File: config.mk
export PLATFORM = sky130hd
export DESIGN_NAME = fetch_sequencer
export DESIGN_NICKNAME = d
export VERILOG_FILES = /design/src/rtl/fetch_seq_pkg.sv /design/src/rtl/fetch_sequencer_bubble_counter.sv /design/src/rtl/fetch_sequencer.sv
export SDC_FILE = /design/constraint.sdc
export NUM_CORES = 1
export LEC_CHECK = 0
export CORE_AREA = 2 2 61 87
export CTS_CLUSTER_DIAMETER = 100
export DETAILED_ROUTE_END_ITERATION = 6
export DIE_AREA = 0 0 63 89
export GPL_TIMING_DRIVEN = 0
export PLACE_DENSITY = 0.73
export SYNTH_ARGS = -nofsm -noshare
export SYNTH_HDL_FRONTEND = slang
export SYNTH_HIERARCHICAL = 1
export SYNTH_SLANG_ARGS = --single-unit
File: constraint.sdc
create_clock -name clk -period 2.3 [get_ports clk]
set_input_delay 0.345 -clock clk [delete_from_list [all_inputs] [get_ports clk]]
set_output_delay 0.345 -clock clk [all_outputs]
set_load 0.03 [all_outputs]
File: src/rtl/fetch_seq_pkg.sv
// Shared types and mux-select encodings for the fetch-stage sequencer.
// The select encodings match the fetch datapath's mux input ordering.
package fetch_seq_pkg;

    typedef enum logic [2:0] {
        ST_BOOT  = 3'd0,
        ST_RUN   = 3'd1,
        ST_STALL = 3'd2,
        ST_FLUSH = 3'd3,
        ST_HALT  = 3'd4
    } state_t;

    localparam logic [1:0] PCSEL_Z4   = 2'd0;
    localparam logic [1:0] PCSEL_INC  = 2'd1;
    localparam logic [1:0] PCSEL_HOLD = 2'd2;
    localparam logic [1:0] PCSEL_BR   = 2'd3;

    localparam logic [1:0] IRSEL_MEM  = 2'd0;
    localparam logic [1:0] IRSEL_NOP  = 2'd1;
    localparam logic [1:0] IRSEL_HOLD = 2'd2;

    localparam logic PC2SEL_INC  = 1'b0;
    localparam logic PC2SEL_HOLD = 1'b1;

endpackage

File: src/rtl/fetch_sequencer_bubble_counter.sv
// 4-bit loadable down-counter that times the nop bubbles after a redirect.
// last is high while the count sits at 1, i.e. in the final bubble cycle.
module bubble_counter (
    input  logic       clk,
    input  logic       rst_n,
    input  logic       load,
    input  logic [3:0] load_value,
    input  logic       dec,
    output logic       last
);

    logic [3:0] count;

    always_ff @(posedge clk) begin
        if (!rst_n) begin
            count <= 4'd0;
        end else if (load) begin
            count <= load_value;
        end else if (dec && count != 4'd0) begin
            count <= count - 4'd1;
        end
    end

    assign last = (count == 4'd1);

endmodule

File: src/rtl/fetch_sequencer.sv
// Fetch-stage control FSM: drives the PC, IR2 and PC2 mux selects every cycle
// and counts retired fetches for performance debug.
//
// state | meaning
// BOOT  | load PC from z4, IR2 gets a nop
// RUN   | normal PC+4 fetch
// STALL | decode hazard, PC/PC2/IR2 held
// FLUSH | nop bubbles after a taken-branch redirect
// HALT  | fetch stopped until restart
module fetch_sequencer
    import fetch_seq_pkg::*;
#(
    parameter int FLUSH_CYCLES = 1,
    parameter int CNT_W        = 32
) (
    input  logic             clk,
    input  logic             rst_n,
    input  logic             stall,
    input  logic             branch_taken,
    input  logic             restart,
    input  logic             halt,
    output logic [1:0]       selectmux0,
    output logic [1:0]       selectmux1,
    output logic             selectmux2,
    output logic             fetch_valid,
    output logic [CNT_W-1:0] fetch_count
);

    state_t     state;
    state_t     state_next;
    logic [1:0] sel0;
    logic [1:0] sel1;
    logic       sel2;
    logic       bc_load;
    logic       bc_dec;
    logic       bc_last;

    bubble_counter u_bubble_counter (
        .clk        (clk),
        .rst_n      (rst_n),
        .load       (bc_load),
        .load_value (4'(FLUSH_CYCLES)),
        .dec        (bc_dec),
        .last       (bc_last)
    );

    always_ff @(posedge clk) begin
        if (!rst_n) begin
            state <= ST_BOOT;
        end else begin
            state <= state_next;
        end
    end

    // Mealy decode: selects must act on the same edge that samples the event.
    always_comb begin
        state_next = state;
        sel0       = PCSEL_HOLD;
        sel1       = IRSEL_NOP;
        sel2       = PC2SEL_HOLD;
        bc_load    = 1'b0;
        bc_dec     = 1'b0;

        case (state)
            ST_BOOT: begin
                sel0       = PCSEL_Z4;
                sel2       = PC2SEL_INC;
                state_next = ST_RUN;
            end

            ST_RUN, ST_STALL: begin
                if (restart) begin
                    sel0       = PCSEL_Z4;
                    sel2       = PC2SEL_INC;
                    state_next = ST_BOOT;
                end else if (branch_taken) begin
                    sel0       = PCSEL_BR;
                    bc_load    = 1'b1;
                    state_next = ST_FLUSH;
                end else if (halt) begin
                    state_next = ST_HALT;
                end else if (stall) begin
                    sel1       = IRSEL_HOLD;
                    state_next = ST_STALL;
                end else begin
                    sel0       = PCSEL_INC;
                    sel1       = IRSEL_MEM;
                    sel2       = PC2SEL_INC;
                    state_next = ST_RUN;
                end
            end

            ST_FLUSH: begin
                if (restart) begin
                    sel0       = PCSEL_Z4;
                    sel2       = PC2SEL_INC;
                    state_next = ST_BOOT;
                end else if (branch_taken) begin
                    sel0    = PCSEL_BR;
                    bc_load = 1'b1;
                end else if (halt) begin
                    state_next = ST_HALT;
                end else begin
                    bc_dec = 1'b1;
                    if (bc_last) begin
                        state_next = ST_RUN;
                    end
                end
            end

            ST_HALT: begin
                if (restart) begin
                    sel0       = PCSEL_Z4;
                    sel2       = PC2SEL_INC;
                    state_next = ST_BOOT;
                end
            end

            default: begin
                state_next = ST_BOOT;
            end
        endcase

        if (!rst_n) begin
            sel0 = PCSEL_Z4;
            sel1 = IRSEL_NOP;
            sel2 = PC2SEL_INC;
        end
    end

    assign selectmux0  = sel0;
    assign selectmux1  = sel1;
    assign selectmux2  = sel2;
    assign fetch_valid = (sel1 == IRSEL_MEM);

    always_ff @(posedge clk) begin
        if (!rst_n) begin
            fetch_count <= '0;
        end else if (fetch_valid) begin
            fetch_count <= fetch_count + {{(CNT_W-1){1'b0}}, 1'b1};
        end
    end

endmodule
==> summary.md <==
| Metric | Value |
|---|---|
| Final Cycle Share | 0.964 |
| Crit-path cells | dlygate4sd2_1 > nor3_4 > maj3_1 > a221oi_1 > clkdlybuf4s15_2 |
| Die area | 5610 µm² |
| Post-synth top area share | 0.347 |
| Post-synthesis cell count | 274 |
| Critical Path AT | 1.87 ns |
| CP required | 1.96 ns |
| Core Rows | 30 |
| Hold Buf Count CTS | 0 |
| Fin area | 2850 µm² |
| PortBufs | 42 |
| Sequential share of the synthesized area | 0.347 |
| EDFF count, synth | 0 |
| #FFs+latches synth | 39 |
| Max Cap Viol | 0 |
| GRT Total Usage | 0.212 |
| Top cells by area, synth | dfxtp_1 35%, a21oi_1 5.6%, o31ai_1 5.3% |
| Remaining global-route overflow | 0 |
| Peak VDD IR | 0.274 mV |
| Synth warnings | 6 |
| Antenna violations before repair | 0 |
| Layout Cells excl Fill | 390 |
| Routed via count | 2315 |
| Synth-to-Final Area Change | 26.6% |
| Global-route wire length before repair | 9600 µm |
| Drt pass-1 iters | 4 |
| DPL Wire Length | 4180 µm |
| CP Class | input port to output port |
| Final hold viol count | 0 |
| Vias in the first global route | 2207 |
| Num CTS Buffers | 5 |
| Async set-reset flop share out of synthesis | 0 |
| Worst path buffer plus inverter count | 2 |
| Worst-path fanout max | 8 |
| Outcome | finished, final reports clean |
| RSZ-0062 raised after global routing | false |
| ANT cells | 0 |
| Most common cell in the synthesized netlist | dfxtp_1 |
| Leakage | 0.961 nW |
| Remaining antenna violation count after routing | 0 |
| Htree depth | 2 |
| PD cells | 453 nW/µm² |
| Post-layout min period | 2.22 ns |
| Share of layout cells above drive strength 1 | 0.0706 |
| Worst-skew pair later-pin latency | 0.30 ns |
| Filler cell count | 448 |
| Placed cell count | 382 |
| Largest net degree at the start of global routing | 12 |
| Mapped Area | 2250 µm² |
| Core area | 4770 µm² |
| CP max stage cell | dlygate4sd2_1 |
| F_max | 0.451 GHz |
| Syn avg cell area | 8.22 µm² |
| Pins over their slew limit | 0 |
| Io pins | 44 |
| Nets | 335 |
| CTS tree | built |
| Initial DRC count | 215 |
| Synth unique cells | 50 |
| CP Launch Type | input port |
| Post-route DRC | 0 |
| Starting Density | 0.472 |
| Worst-path clk slew | 0.07 ns |
| Dominant cell type by area after synthesis | dfxtp_1 |
| Placed Area | 2760 µm² |
| Sink Count | 39 |
| Routed len/inst | 14.5 µm |
| Clock skew | 0.00708 ns |
| Root buf cell | clkbuf_8 |
| Placer congestion estimate | 0.882 |
| Worst hold path class | input port to flop |
| Endpoints failing setup | 0 |
| Clock buffer depth | 2 |
| Die span in x | 63 µm |
| Crit path max-delay family | buffers and inverters |
| Slowest cell delay on critical path | 0.42 ns |
| Crit end category | output port |
| Post-synth top cells | 39 x dfxtp_1, 25 x a21oi_1, 23 x nand2_1 |
| Drt via density | 5.94 |
| Routed WL | 5650 µm |
| Chip height | 89 µm |
| Relative slew slack | 0.648 |
| Post-synth top flop | dfxtp_1 |
| Worst-Margin Slew | 0.528 ns |
[final cells by class]
cell class,instances,area [µm²],share of cell area
clock inverter,1,5.00,0.00176
sequential,39,781,0.274
timing repair buffer,43,417,0.146
multi-input combinational,208,1350,0.474
clock buffer,6,82.6,0.0290
buffer,15,82.6,0.0290
inverter,14,52.6,0.0184
tap,64,80.1,0.0281
[metrics by stage]
step	hold WS (ns)	TNS, ns	util	setup slack, ns	total power, W
final	0.257	0	0.598	0.0818	0.00129
after floorplan	0.483	0	-	0.260	0.000793
after detailed placement	0.464	-8.89	0.579	-0.532	0.000832
after global routing	0.273	0	0.598	0.0160	0.00134
after CTS	0.255	0	0.599	0.0846	0.00130
after global placement	0.456	-8.96	0.579	-0.566	0.000830
[flip-flops by register name (all words and copies together), names as in the netlist]
signal / flops
u_bubble_counter/count: 4
fetch_count: 32
state: 3
[worst paths after layout]
kind	start	end	slack, ns	cells after the start
worst max-delay path	halt	selectmux0[1]	0.08	5
worst min-delay path	restart	state[2]	0.26	2
worst max register to register	fetch_count[11]	fetch_count[29]	0.23	5
worst min register to register	fetch_count[31]	fetch_count[31]	0.47	1
[power breakdown]
| part | total (W) | switching [W] | internal [W] |
|---|---|---|---|
| Clock | 0.000477 | 0.000242 | 0.000235 |
| Combinational | 0.000129 | 0.0000815 | 0.0000475 |
| Sequential | 0.000687 | 0.00000544 | 0.000682 |
[logic make-up after synthesis]
| family | synth area share |
|---|---|
| adders and majority gates | 0.0256 |
| other | 0.00333 |
| AOI/OAI and AO/OA | 0.184 |
| and+or+nand+nor | 0.331 |
| buffers and inverters | 0.0594 |
| muxes | 0.0267 |
| xor gates and xnor gates | 0.0239 |
| DFF | 0.347 |
[layout by cell type, fill, tap and decap left out, types with 4 or more instances in the layout]
| cell type | instances |
|---|---|
| a21oi_1 | 25 |
| and3_1 | 7 |
| and4_1 | 5 |
| clkbuf_1 | 8 |
| clkbuf_8 | 6 |
| clkdlybuf4s50_1 | 33 |
| conb_1 | 4 |
| dfxtp_1 | 39 |
| dlygate4sd2_1 | 6 |
| inv_1 | 14 |
| mux2i_1 | 6 |
| nand2_1 | 23 |
| nand2b_1 | 4 |
| nand3_1 | 12 |
| nand4_1 | 17 |
| nor2_1 | 14 |
| nor4_1 | 6 |
| o21ai_0 | 8 |
| o31ai_1 | 16 |
| or3_1 | 7 |
| or4_1 | 16 |
[metal layers]
layer / global-route usage / routed length [µm]
met2: 0.389 / 3000
met4: 0.111 / 109
met3: 0.0428 / 259
met1: 0.231 / 2290
met5: 0 / 0
[what timing repair did]
action	CTS	global route
setup endpoints to repair	8	1
buffers inserted	1	0
pin swaps	0	0
gates resized for setup	17	3
Note: power is estimated with default switching activity, not from simulation.
